===== config.mk =====
export PLATFORM = sky130hd
export DESIGN_NAME = seg_scan_ctrl
export DESIGN_NICKNAME = d
export VERILOG_FILES = /design/src/rtl/seg_scan_pkg.sv /design/src/rtl/seg_hex_decoder.sv /design/src/rtl/seg_scan_ctrl.sv
export SDC_FILE = /design/constraint.sdc
export NUM_CORES = 1
export LEC_CHECK = 0
export BUFFER_PORTS_ARGS = -buffer_cell sky130_fd_sc_hd__buf_2
export CORE_MARGIN = 4
export CORE_UTILIZATION = 32
export CTS_BUF_LIST = sky130_fd_sc_hd__clkbuf_2
export CTS_CLUSTER_SIZE = 28
export DETAILED_ROUTE_END_ITERATION = 12
export SETUP_SLACK_MARGIN = 0.15
export SYNTH_ARGS = -nofsm -noshare
export SYNTH_HDL_FRONTEND = slang
export SYNTH_SLANG_ARGS = --single-unit

===== constraint.sdc =====
create_clock -name clk -period 2.4 [get_ports clk]
set_input_delay 0.12 -clock clk [delete_from_list [all_inputs] [get_ports clk]]
set_output_delay 0.12 -clock clk [all_outputs]
set_load 0.02 [all_outputs]

===== src/rtl/seg_scan_pkg.sv =====
// Shared types and constants for the seven-segment scan controller and its decoder.
package seg_scan_pkg;

    localparam int NUM_DIGITS = 5;
    localparam int SEG_W      = 8;

    typedef enum logic [1:0] {
        IDLE  = 2'd0,
        BLANK = 2'd1,
        SHOW  = 2'd2
    } state_e;

    // Segment codes {g,f,e,d,c,b,a}, indexed by hex value
    localparam logic [6:0] SEG_CODE [16] = '{
        7'h3F, 7'h06, 7'h5B, 7'h4F, 7'h66, 7'h6D, 7'h7D, 7'h07,
        7'h7F, 7'h6F, 7'h77, 7'h7C, 7'h39, 7'h5E, 7'h79, 7'h71
    };

    localparam logic [SEG_W-1:0] SEG_DARK = 8'h00;

endpackage


===== src/rtl/seg_hex_decoder.sv =====
// Combinational hex digit to seven-segment {g..a} decoder, shared by display blocks.
module seg_hex_decoder
    import seg_scan_pkg::*;
(
    input  logic [3:0] hex_i,
    output logic [6:0] seg_o
);

    // table lookup, every 4-bit value has an entry
    always_comb begin
        seg_o = SEG_CODE[hex_i];
    end

endmodule


===== src/rtl/seg_scan_ctrl.sv =====
// Round-robin time-multiplexed scan of a 5-digit seven-segment display with blanking gaps.
// Optional leading-zero blanking is built when SEG_SCAN_LZB_EN is defined.
module seg_scan_ctrl
    import seg_scan_pkg::*;
#(
    parameter int unsigned CLK_DIV   = 50000,
    parameter int unsigned BLANK_CYC = 16
) (
    input  logic                    clk,
    input  logic                    rst,
    input  logic                    en,
    input  logic [4*NUM_DIGITS-1:0] digits,
    input  logic [NUM_DIGITS-1:0]   dp_mask,
    output logic [NUM_DIGITS-1:0]   seg_sel,
    output logic [SEG_W-1:0]        seg_data,
    output logic                    frame_done
);

    localparam int CNT_W = $clog2(CLK_DIV);
    localparam logic [CNT_W-1:0] BLANK_LAST = CNT_W'(BLANK_CYC - 32'd1);
    localparam logic [CNT_W-1:0] SLOT_LAST  = CNT_W'(CLK_DIV - 32'd1);

    if ((BLANK_CYC == 32'd0) || (BLANK_CYC >= CLK_DIV) || (CLK_DIV > 32'd1048575)) begin : g_bad_param
        $error("seg_scan_ctrl: BLANK_CYC must be in 1..CLK_DIV-1 and CLK_DIV below 2^20");
    end

    state_e                  state_q, state_d;
    logic [2:0]              idx_q, idx_d;
    logic [CNT_W-1:0]        cnt_q, cnt_d;
    logic [4*NUM_DIGITS-1:0] dig_snap_q, dig_snap_d;
    logic [NUM_DIGITS-1:0]   dp_snap_q, dp_snap_d;
    logic [NUM_DIGITS-1:0]   seg_sel_q, seg_sel_d;
    logic [SEG_W-1:0]        seg_data_q, seg_data_d;
    logic                    frame_done_q, frame_done_d;

    logic       idx_ok_s;
    logic [3:0] cur_hex_s;
    logic [6:0] dec_seg_s;
    logic [NUM_DIGITS-1:0] lzb_s;

    assign idx_ok_s = (idx_q <= 3'd4);

    // state register and registered outputs
    always_ff @(posedge clk) begin
        if (rst) begin
            state_q      <= IDLE;
            idx_q        <= 3'd0;
            cnt_q        <= '0;
            dig_snap_q   <= '0;
            dp_snap_q    <= '0;
            seg_sel_q    <= '0;
            seg_data_q   <= SEG_DARK;
            frame_done_q <= 1'b0;
        end else begin
            state_q      <= state_d;
            idx_q        <= idx_d;
            cnt_q        <= cnt_d;
            dig_snap_q   <= dig_snap_d;
            dp_snap_q    <= dp_snap_d;
            seg_sel_q    <= seg_sel_d;
            seg_data_q   <= seg_data_d;
            frame_done_q <= frame_done_d;
        end
    end

    // next-state: slot counting, digit rotation, per-frame input snapshot
    always_comb begin
        state_d    = state_q;
        idx_d      = idx_q;
        cnt_d      = cnt_q;
        dig_snap_d = dig_snap_q;
        dp_snap_d  = dp_snap_q;
        if (!en) begin
            state_d = IDLE;
            idx_d   = 3'd0;
            cnt_d   = '0;
        end else begin
            case (state_q)
                IDLE: begin
                    state_d    = BLANK;
                    idx_d      = 3'd0;
                    cnt_d      = '0;
                    dig_snap_d = digits;
                    dp_snap_d  = dp_mask;
                end
                BLANK, SHOW: begin
                    if (!idx_ok_s) begin
                        state_d    = BLANK;
                        idx_d      = 3'd0;
                        cnt_d      = '0;
                        dig_snap_d = digits;
                        dp_snap_d  = dp_mask;
                    end else if ((state_q == BLANK) && (cnt_q == BLANK_LAST)) begin
                        state_d = SHOW;
                        cnt_d   = cnt_q + CNT_W'(1);
                    end else if ((state_q == SHOW) && (cnt_q == SLOT_LAST)) begin
                        state_d = BLANK;
                        cnt_d   = '0;
                        if (idx_q == 3'd4) begin
                            idx_d      = 3'd0;
                            dig_snap_d = digits;
                            dp_snap_d  = dp_mask;
                        end else begin
                            idx_d = idx_q + 3'd1;
                        end
                    end else begin
                        cnt_d = cnt_q + CNT_W'(1);
                    end
                end
                default: begin
                    state_d = IDLE;
                    idx_d   = 3'd0;
                    cnt_d   = '0;
                end
            endcase
        end
    end

    // select the snapshot nibble of the digit being scanned
    always_comb begin
        case (idx_q)
            3'd0:    cur_hex_s = dig_snap_q[3:0];
            3'd1:    cur_hex_s = dig_snap_q[7:4];
            3'd2:    cur_hex_s = dig_snap_q[11:8];
            3'd3:    cur_hex_s = dig_snap_q[15:12];
            3'd4:    cur_hex_s = dig_snap_q[19:16];
            default: cur_hex_s = 4'h0;
        endcase
    end

    seg_hex_decoder u_dec (
        .hex_i (cur_hex_s),
        .seg_o (dec_seg_s)
    );

`ifdef SEG_SCAN_LZB_EN
    // zero run from the top digit downward; digit 0 always stays lit
    always_comb begin
        lzb_s    = '0;
        lzb_s[4] = (dig_snap_q[19:16] == 4'h0);
        lzb_s[3] = lzb_s[4] && (dig_snap_q[15:12] == 4'h0);
        lzb_s[2] = lzb_s[3] && (dig_snap_q[11:8] == 4'h0);
        lzb_s[1] = lzb_s[2] && (dig_snap_q[7:4] == 4'h0);
        lzb_s[0] = 1'b0;
    end
`else
    assign lzb_s = '0;
`endif

    // output decode; dropping en darkens the very next cycle
    always_comb begin
        seg_sel_d    = '0;
        seg_data_d   = SEG_DARK;
        frame_done_d = 1'b0;
        if (en && (state_q == SHOW) && idx_ok_s) begin
            seg_sel_d    = 5'b00001 << idx_q;
            seg_data_d   = {dp_snap_q[idx_q], (lzb_s[idx_q] ? 7'h00 : dec_seg_s)};
            frame_done_d = (idx_q == 3'd4) && (cnt_q == SLOT_LAST);
        end else begin
            seg_sel_d    = '0;
            seg_data_d   = SEG_DARK;
            frame_done_d = 1'b0;
        end
    end

    assign seg_sel    = seg_sel_q;
    assign seg_data   = seg_data_q;
    assign frame_done = frame_done_q;

endmodule


Yosys cells after proc, flatten, opt, wreduce, memory -nomap -nowiden
Memories as Yosys holds them, arrays and structs flattened. A register that Yosys moved wholly into a read port is not among the register bits.
Index checks and enable logic that the tools add are counted.

storage, ports and cells
  register bits after elaboration = 53
  ROM bits = 120
  logic and storage cells = 71
  memories = 2

cells by class
  add/subtract/negate cells = 2
  $lt $le $gt $ge = 2
  equal/unequal tests = 12
  shifts and indexed selects = 1
  multiplexer cells = 23
  bitwise logic cells = 6
  reductions and logical operators = 15

memories
  memory            depth  width  read ports  clocked after Yosys merged registers in  wr ports  line                   RTL
  (name not given)  16     7      1           1                                        0         seg_hex_decoder.sv:11  seg_o = SEG_CODE[hex_i];
  (name not given)  8      1      1           1                                        0         seg_scan_ctrl.sv:157   seg_data_d = {dp_snap_q[idx_q], (lzb_s[idx_q] ? 7'h00 : dec_seg_s)};

operator list
  operator                 count
  $mux W20                 4
  $pmux W20 S2             1
  $mux W16                 2
  $mux W5                  4
  $pmux W4 S5              1
  $add A16 B1 Y16 const B  1
  $eq A16 B16 Y1 const B   1
  $eq A16 B4 Y1 const B    1
  $pmux W5 S2              1
  $mux W3                  3
  $ne A3 B3 Y1 const B     3
  $eq A3 B2 Y1 const B     2
  $mux W2                  3
  $reduce_or A2 Y1         3
  $logic_and A1 B1 Y1      5
  $not A1 Y1               5
  $not A4 Y5               1
  $reduce_and A5 Y1        1
  $shl A1 B3 Y5 const A    1
  $lt A3 B4 Y1 const B     1
  $ne A4 B4 Y1 const B     1
  $pmux W2 S2              1
  $reduce_or A4 Y1         1
  $add A3 B1 Y3 const B    1
  12 further kinds         13

Depth between registers and ports, before layout
Gate-level depths: netlist (run 1).

  depth in word-level cells = 6
  gate-level depth with buffers = 11

By module
From an unflattened synthesis (run 1), not the netlist that was laid out.

unflattened totals
  cells, all modules = 294
  area, all modules = 2860.2 um2

modules (own cells, without submodules)
  module           times used  cells each  area an instance (um2)  seq. area each (um2)
  seg_scan_ctrl    1           261         2566.2                  1201.2
  seg_hex_decoder  1           33          294.0                   0.0

Worst setup path before layout (run 1)
Ideal clock, no wire load.

  kind = reg2reg
  from = reg idx_q[2]
  to = reg seg_data_q[5] (netlist: seg_data[5])
  setup time = 0.119 ns
  arrival time = 2.106 ns
  required time = 2.281 ns
  slack = 0.175 ns
  stages on the path, launching flop included = 9
  path buffers = 2
  period minus slack after synthesis = 2.225 ns
  cell sequence = dfxtp_1 > buf_6 > clkbuf_1 > inv_1 > ha_1 > a221o_1 > nor2_1 > nand2_1 > o221a_2

on the way
  word-level cells in the longest chain between the ends = 4
  elaborated cells between the ends (all ways) = 11

ends and longest elaborated chain
  item                               line                  RTL
  from (decl)                        seg_scan_ctrl.sv:28   logic [2:0] idx_q, idx_d;
  from (signal assigned)             seg_scan_ctrl.sv:56   idx_q <= idx_d;
  $le A3 B3 Y1                       seg_scan_ctrl.sv:41   assign idx_ok_s = (idx_q <= 3'd4);
  $logic_and A1 B1 Y1                seg_scan_ctrl.sv:155  if (en && (state_q == SHOW) && idx_ok_s) begin
  $not A1 Y1 (no source line)        n/a
  $reduce_or A3 Y1 (no source line)  n/a
  to (decl)                          seg_scan_ctrl.sv:33   logic [SEG_W-1:0] seg_data_q, seg_data_d;

Several ways; a longest one is shown, not always the timed one.
A chain may end at the register's enable or synchronous reset.

Worst setup path after layout (run 1)
  from = reg idx_q[0]
  to = reg seg_data_q[3] (netlist: seg_data[3])

Same word-level chain as after synthesis.

==> flow_summary.yaml, run 1 <==
clock_network:
  ctsLongestPathBuffers: 2
  htree_levels: 3
  clock-sinks: 60
  cts_tree: "yes"
  cts_buffers: 9
  path_clk_slew_ps: 170
  clk_latency_ps: 490
  clockRootBuffer: "clkbuf_2"
pwr:
  powerDensity_nw_per_um2: 530
  p_leak_nw: 1.42
  irDropWorstVdd_v: 0.000229
detailed_routing:
  postRouteAntennaNets: 0
  top_layer: "met4"
  drtIter0Drc: 111
  wl_um: 6310
  drc: 0
  num_vias: 2328
  wl_met3_um: 363
  routedLengthMet1_um: 2850
  vias_per_cell: 4.84
  wl_met2_um: 3010
  routedWlPerCell_um: 13.1
  firstDrtPassIters: 4
timing:
  period_needed_ps: 2110
  clock_skew_ps: 27.2
  finalHoldViolations: 0
  setup_tns_ps: 0
  fmax_mhz: 473
  drv_slew: 0
  setup_viol: 0
  layout_setup_ws_ps: 287
  period_share_pct: 88.0
  relSlewSlack_pct: 65.5
  rsz0062_at_grt: "yes"
  worst_pin_slew_ps: 518
  holdWs_ps: 59.8
synth:
  synth_nets: 339
  synthCells: 294
  async_flop_share_pct: 0
  synth_cell_types: 52
  syn_area_um2: 2840
  ys_ff_latch: 60
  ys_warn_count: 0
  post-synth-top-area-cell: "dfxtp_1"
  synth_top_area_share_pct: 42.3
  ys_seq_area_share_pct: 42.3
  synthFlopType: "dfxtp_1"
  synth-edff-count: 0
  postSynthAreaPerCell_um2: 9.65
  synthTopCellsByArea: "dfxtp_1, mux2i_1, ha_1"
worst_setup_path:
  start_kind: "register"
  end_kind: "register"
  setup.worst_path.class: "register to register"
  worst_ep_required_time_ps: 2810
  cp_max_fo: 6
  arrival_ps: 2530
layout:
  antenna_cells: 0
  final_nets: 413
  final_cell_mix: "dfxtp_1, nor2_1, buf_2"
  layout_commonest_cell: "dfxtp_1"
  register_area_um2: 1200
  syn_to_final_growth_pct: 24.4
  fillCellCount: 882
  multi_input_area_um2: 1520
  drive_gt1_share_pct: 21.4
placement:
  gp_congestion: 0.898
  pre_cts_ws_ps: 38.5
  portBuffers: 41
  dp_hpwl_um: 4440
floorplanning:
  start_util_pct: 32.7
  rows: 34
  io_pins: 42
  coreArea_um2: 8680
  die_area_um2: 10400
  die_y_um: 102
  die_x_um: 102
global_route:
  grt_pass1_vias: 2345
  track_usage_pct: 13.1
  antenna_found_initial: 0
  grt-ovfl-total: 0
  grt_max_degree: 27
  grt_pass1_wl_um: 10600
run:
  drv_cap: 0
run_status:
  status: "completed"
worst_hold_path:
  hold_class: "input pin to register"
-- per-layer routing --
layer | GRT usage, % | up-vias
li1 | - | 1193
met1 | 15.3 | 1070
met2 | 21.8 | 57
met3 | 5.05 | 8
met4 | 4.74 | 0
met5 | 0 | -
-- Yosys cell counts, types with 3 or more instances --
library cell,count
xor2_1,5
nor4_1,6
nand4_1,3
xnor2_1,8
a21oi_1,9
mux2i_1,28
ha_1,17
o21ai_0,7
a222oi_1,3
and3_1,3
nor2_1,48
inv_1,10
buf_2,3
nor3_1,8
nand3_1,12
dfxtp_1,60
nand2b_1,3
nand2_1,16
-- repair_timing --
action / in CTS / in global routing
hold buffers: 26 / 0
setup buffers: 0 / 0
pin swaps: 0 / 1
setup endpoints to repair: 7 / 32
gates resized for setup: 2 / 7
endpoints found under the hold margin: 26 / 0
cloned: 0 / 0
-- layout make-up --
| type | count | area share (%) |
|---|---|---|
| multi-input combinational | 213 | 43.0 |
| sequential | 60 | 34.0 |
| timing repair buffer | 74 | 14.8 |
| tap | 108 | 3.83 |
| clock inverter | 6 | 1.84 |
| clock buffer | 10 | 1.42 |
| inverter | 10 | 1.06 |
-- flip-flops by register name, summed over array words and instances (netlist names) --
name        flops
dp_snap_q       5
state_q         2
frame_done      1
idx_q           3
seg_sel         5
cnt_q          16
dig_snap_q     20
seg_data        8
-- worst paths after layout --
check | startpoint | to | slack, ps | cells past startpoint
worst min register to register | cnt_q[0]$_SDFF_PP0_ | cnt_q[0]$_SDFF_PP0_ | 480 | 1
worst max-delay path | idx_q[0]$_SDFFE_PP0P_ | seg_data[3]$_SDFF_PP0_ | 290 | 9
worst max register to register | idx_q[0]$_SDFFE_PP0P_ | seg_data[3]$_SDFF_PP0_ | 290 | 9
worst min-delay path | rst | dig_snap_q[7]$_SDFFE_PP0P_ | 60 | 2
-- critical path: stages (launching register included) --
cell and delay [ps]:
dfxtp_1 360, inv_1 100, ha_1 270, a222oi_1 390, o21ai_2 150, inv_1 150
ha_1 260, o21ai_0 100, nand3_1 110, a21oi_1 140
-- where the power goes --
part	internal, mW	total [mW]	switching [mW]
logic	0.110	0.206	0.0965
registers	1.03	1.05	0.0212
clock network	0.245	0.616	0.371
total	1.38	1.87	0.489
-- cells by family (layout without fill, tap and decap cells) --
family,count (synthesis),count (layout),synth area share (%)
adders and majority gates,17,17,7.50
xor gates and xnor gates,13,13,4.01
and+or+nand+nor,115,115,20.3
buffers and inverters,21,100,4.50
DFF,60,60,42.3
AOI/OAI and AO/OA,38,38,10.2
muxes,30,30,11.1
-- stage by stage --
stage | utilization [%] | power, mW | std cells | instance area [um2]
after floorplan | - | 1.19 | 294 | 2840
after CTS | 40.5 | 1.91 | 481 | 3510
after global routing | 40.7 | 1.98 | 481 | 3530
after global placement | 36.2 | 1.23 | 439 | 3140
after detailed placement | 36.2 | 1.24 | 439 | 3140
final | 40.7 | 1.87 | 481 | 3530
(Power assumes the default switching activity.)
==> run 2: changes to the inputs <==
Settings changed: CORE_UTILIZATION 32 to 50, PLACE_DENSITY set to 0.74.
==> run 2 against run 1 <==
Design area decreased by 1.3%. Sequential cell count unchanged. Die area decreased by 33%. Critical path type unchanged.
==> flow_summary.yaml, run 2 (same netlist as run 1, synthesis figures left out) <==
layout:
  layout_commonest_cell: "dfxtp_1"
  fillCellCount: 444
  drive_gt1_share_pct: 22.0
  multi_input_area_um2: 1530
  largest_register: "dig_snap_q"
  register_area_um2: 1200
  antenna_cells: 0
  postLayoutCellArea_um2: 3480
  syn_to_final_growth_pct: 22.8
  final_cell_mix: "dfxtp_1, nor2_1, buf_2"
  final_nets: 412
  largest_reg_flops: 20
pwr:
  powerDensity_nw_per_um2: 535
  p_leak_nw: 1.42
  irDropWorstVdd_v: 0.000384
global_route:
  antenna_found_initial: 0
  track_usage_pct: 18.6
  grt_max_degree: 27
  grt-ovfl-total: 0
  grt_pass1_wl_um: 10500
  grt_pass1_vias: 2273
floorplanning:
  die_area_um2: 6940
  start_util_pct: 51.5
  io_pins: 42
  rows: 27
  die_x_um: 83.3
  die_y_um: 83.3
  coreArea_um2: 5510
clock_network:
  cts_buffers: 9
  clk_latency_ps: 490
  cts_tree: "yes"
  path_clk_slew_ps: 180
  clockRootBuffer: "clkbuf_2"
  post_cts_buffers: 0
  clock-sinks: 60
  htree_levels: 3
  ctsLongestPathBuffers: 2
placement:
  placed_cell_area_um2: 3090
  gp_congestion: 0.818
  portBuffers: 41
  dp_hpwl_um: 4220
  pre_cts_ws_ps: -9.75
worst_setup_path:
  endpoint: "seg_data[0]$_SDFF_PP0_"
  reg2reg_slack_ps: 230
  cp_max_fo: 6
  start_kind: "register"
  worstSetupStartpoint: "idx_q[1]$_SDFFE_PP0P_"
  worst_ep_required_time_ps: 2780
  arrival_ps: 2560
  setup.worst_path.class: "register to register"
  reg2regPathDepth: 8
  r2r-end: "seg_data[0]$_SDFF_PP0_"
  end_kind: "register"
  r2r-start: "idx_q[1]$_SDFFE_PP0P_"
detailed_routing:
  drtIter0Drc: 160
  drc: 0
  wl_um: 6080
  firstDrtPassIters: 5
  num_vias: 2370
  routedWlPerCell_um: 13.7
  vias_per_cell: 5.34
  postRouteAntennaNets: 0
timing:
  finalHoldViolations: 0
  relSlewSlack_pct: 61.5
  rsz0062_at_grt: "yes"
  drv_slew: 0
  worst_pin_slew_ps: 571
  period_needed_ps: 2170
  fmax_mhz: 461
  period_share_pct: 90.4
  clock_skew_ps: 28.2
  setup_viol: 0
  setup_tns_ps: 0
  layout_setup_ws_ps: 229
worst_hold_path:
  hold_class: "input pin to register"
run:
  drv_cap: 0
run_status:
  status: "completed"
## run 2: cell types whose count changed in the layout (fill, tap and decap cells not counted), sizes merged
| cell | change |
|---|---|
| dlygate4sd3 | -1 |
## run 2: per-stage QoR
step	power, mW	util [%]	hold slack (ps)	cells
after CTS	1.87	62.8	41.6	444
final	1.86	63.2	59.7	444
after global routing	1.94	63.2	38.4	444
after global placement	1.23	56.2	352	403
after detailed placement	1.24	56.2	365	403
after floorplan	1.19	-	267	294
## run 2: metal layers
metal | GRT usage [%] | vias up | share of wire (%)
met5 | 0 | - | 0
met3 | 5.85 | 13 | 5.4
li1 | - | 1194 | -
met2 | 28.3 | 70 | 46
met4 | 8.17 | 0 | 2.0
met1 | 24.1 | 1093 | 47
## run 2: report_power, final
part,internal (mW),switching [mW]
clock,0.235,0.376
combinational,0.110,0.0962
sequential,1.03,0.0192
## run 2: repair_timing
item,CTS,global route
hold buffers,25,0
pin swaps,0,2
endpoints found under the hold margin,25,0
setup endpoints to repair,32,45
cloned,0,0
resized for setup,5,8
## run 2: critical path, stage by stage (launching register included)
cell,delay (ps)
dfxtp_2,420
inv_1,130
ha_1,270
a222oi_1,410
o21ai_2,130
inv_1,140
ha_1,200
nor3_1,60
o31a_1,310
## run 2: worst min-delay path by stage
stage | endpoint | start | cells past startpoint | slack, ps
floorplan | dig_snap_q[6]$_SDFFE_PP0P_ | digits[6] | 2 | 270
global placement | dig_snap_q[5]$_SDFFE_PP0P_ | digits[5] | 3 | 350
detailed placement | dig_snap_q[19]$_SDFFE_PP0P_ | digits[19] | 3 | 360
CTS | dig_snap_q[17]$_SDFFE_PP0P_ | rst | 2 | 40
global route | dig_snap_q[19]$_SDFFE_PP0P_ | rst | 2 | 40
finish | dp_snap_q[2]$_SDFFE_PP0P_ | rst | 2 | 60
## run 2: final cells by class
cell class,count,area share (%)
multi-input combinational,213,44.1
sequential,60,34.6
timing repair buffer,73,14.7
tap,72,2.59
clock inverter,6,1.58
clock buffer,10,1.44
inverter,10,1.08
==> run 3: changes to the inputs <==
Settings changed: ABC_AREA set to 1, PLACE_DENSITY 0.74 to 0.73, TNS_END_PERCENT set to 5.
==> run 3 against run 2 <==
Synthesized area rose by 13%. Combinational power rose by 51%. Sequential share of layout area fell by 3.4 points. Worst hold slack got worse by 35 ps. Global-route usage rose by 1.6 points. Final cell count rose by 37%. Clock-buffer cell count did not move. Synthesized cell count rose by 55%. Sequential cell count did not move. Clock power fell by 1%. Via count rose by 26%. Clock skew fell by 4.4 ps. Largest cell class unchanged. Largest power group unchanged.
==> flow_summary.yaml, run 3 <==
run_status:
  status: "completed"
layout:
  antenna_cells: 0
  layout_commonest_cell: "nor2_1"
  drive_gt1_share_pct: 16.5
  fillCellCount: 570
  syn_to_final_growth_pct: 20.4
  final_cell_mix: "nor2_1, nand2_1, dfxtp_1"
  final_nets: 572
  largest_reg_flops: 20
  largest_register: "dig_snap_q"
pwr:
  powerDensity_nw_per_um2: 512
  power.internal_mw: 1.41
  irDropWorstVdd_v: 0.000335
  switchingPower_uw: 569
  power.share.switching_pct: 28.7
  p_leak_nw: 1.78
  p_comb_share_pct: 15.7
  pwr-share-seq_pct: 53.8
  p_clk_share_pct: 30.5
global_route:
  grt_max_degree: 51
  antenna_found_initial: 0
  grt_pass1_wl_um: 12500
  grt_pass1_vias: 2792
  grt-ovfl-total: 0
  track_usage_pct: 20.2
timing:
  relSlewSlack_pct: 53.6
  period_needed_ps: 2050
  period_share_pct: 85.6
  setup_viol: 0
  clock_skew_ps: 23.9
  worst_pin_slew_ps: 696
  rsz0062_at_grt: "yes"
  layout_setup_ws_ps: 346
  fmax_mhz: 487
  finalHoldViolations: 0
  drv_slew: 0
  setup_tns_ps: 0
worst_setup_path:
  arrival_ps: 2490
  setup.worst_path.class: "register to register"
  slowest_delay_ps: 400
  end_kind: "register"
  cp_max_fo: 6
  start_kind: "register"
  cp_slowest_cell: "dfxtp_4"
  worst_ep_required_time_ps: 2840
  crit_chain: "inv_1, ha_4, nand2_1, inv_1, nand2_1, nand3_1, nor2_1, inv_1, ha_1, o21ai_2, nor2_1, nor2_1"
clock_network:
  htree_levels: 3
  ctsLongestPathBuffers: 2
  clock-sinks: 60
  post_cts_buffers: 0
  cts_tree: "yes"
  cts_buffers: 9
  clk_latency_ps: 500
  clockRootBuffer: "clkbuf_2"
  path_clk_slew_ps: 180
worst_hold_path:
  hold_class: "input pin to register"
synth:
  synthFlopType: "dfxtp_1"
  async_flop_share_pct: 0
  post-synth-top-area-cell: "dfxtp_1"
  synth_nets: 502
  synth_cell_types: 30
  ys_seq_area_share_pct: 37.4
  synthTopCellsByArea: "dfxtp_1, nor2_1, nand2_1"
  postSynthAreaPerCell_um2: 7.03
  synthCells: 457
  synth-edff-count: 0
  synth_top_area_share_pct: 37.4
  ys_ff_latch: 60
  syn_area_um2: 3210
  synth.most_common_cell: "nor2_1"
  netlist_top_cells_count: "nor2_1, nand2_1, dfxtp_1"
  ys_warn_count: 0
floorplanning:
  rows: 28
  die_y_um: 88.2
  start_util_pct: 52.7
  coreArea_um2: 6100
  die_x_um: 88.2
  io_pins: 42
  die_area_um2: 7780
placement:
  pre_cts_ws_ps: 101
  portBuffers: 41
  gp_congestion: 0.914
  dp_hpwl_um: 5020
detailed_routing:
  firstDrtPassIters: 5
  num_vias: 2994
  drtIter0Drc: 144
  wl_um: 7130
  postRouteAntennaNets: 0
  vias_per_cell: 4.93
  routedWlPerCell_um: 11.7
  drc: 0
run:
  drv_cap: 0
## run 3: power by group through the flow
| stage | Combinational, mW | Sequential, mW | Clock (mW) |
|---|---|---|---|
| finish | 0.311 | 1.07 | 0.605 |
| global route | 0.357 | 1.07 | 0.671 |
| CTS | 0.308 | 1.07 | 0.616 |
| detailed placement | 0.275 | 1.09 | 0 |
| global placement | 0.271 | 1.09 | 0 |
| floorplan | 0.221 | 1.08 | 0 |
## run 3: cell families (layout without fill, tap and decap cells)
group	after synthesis	after routing	synth area share (%)
adders and majority gates	17	17	6.62
DFF	60	60	37.4
buffers and inverters	74	149	10.4
and+or+nand+nor	247	247	34.8
AOI/OAI and AO/OA	51	51	8.60
xor gates and xnor gates	8	8	2.18
## run 3: final cells by class
cell class                 count  area, um2  area share [%]
clock buffer                  10       50.0            1.29
clock inverter                 6       55.1            1.42
inverter                      60        230            5.95
multi-input combinational    323       1700            43.9
sequential                    60       1210            31.2
tap                           75       93.8            2.43
timing repair buffer          73        536            13.8
## run 3: final timing paths
path                               from                       to  slack (ps)  depth (start not counted)
setup reg to reg  idx_q[1]$_SDFFE_PP0P_   seg_data[3]$_SDFF_PP0_         350                         12
hold / removal                       en  state_q[1]$_SDFFE_PP0P_          30                          5
hold reg to reg     cnt_q[0]$_SDFF_PP0_      cnt_q[0]$_SDFF_PP0_         460                          1
setup / recovery  idx_q[1]$_SDFFE_PP0P_   seg_data[3]$_SDFF_PP0_         350                         12
## run 3: layer usage
metal	up-vias	global-route usage (%)	wire length, um	share of wire [%]
met3	15	4.52	440	6.2
li1	1591	-	-	-
met1	1308	26.2	3240	45
met2	80	32.3	3330	47
met4	0	8.38	119	1.7
met5	-	0	0	0
## run 3: stage by stage
stage	instances	area, um2	hold slack [ps]	power [mW]	util [%]
floorplan	457	3210	282	1.30	-
global placement	565	3480	427	1.36	57.1
detailed placement	565	3480	435	1.36	57.1
CTS	607	3850	5.58	1.99	63.1
global route	607	3870	16.0	2.10	63.5
finish	607	3870	25.0	1.98	63.5
## run 3: repair_timing
item / CTS / global route
endpoints found under the hold margin: 27 / 0
hold buffers: 26 / 0
resized for setup: 1 / 6
endpoints found under the setup margin: 7 / 7
## run 3: critical path, delay by kind of cell (launching register included)
family                   cells  cell delay (ps)
AO/OA/AOI/OAI                1              170
adder cells (fa/ha/maj)      2              520
flip-flops                   1              400
buffers and inverters        3              330
AND/OR/NAND/NOR              6              590
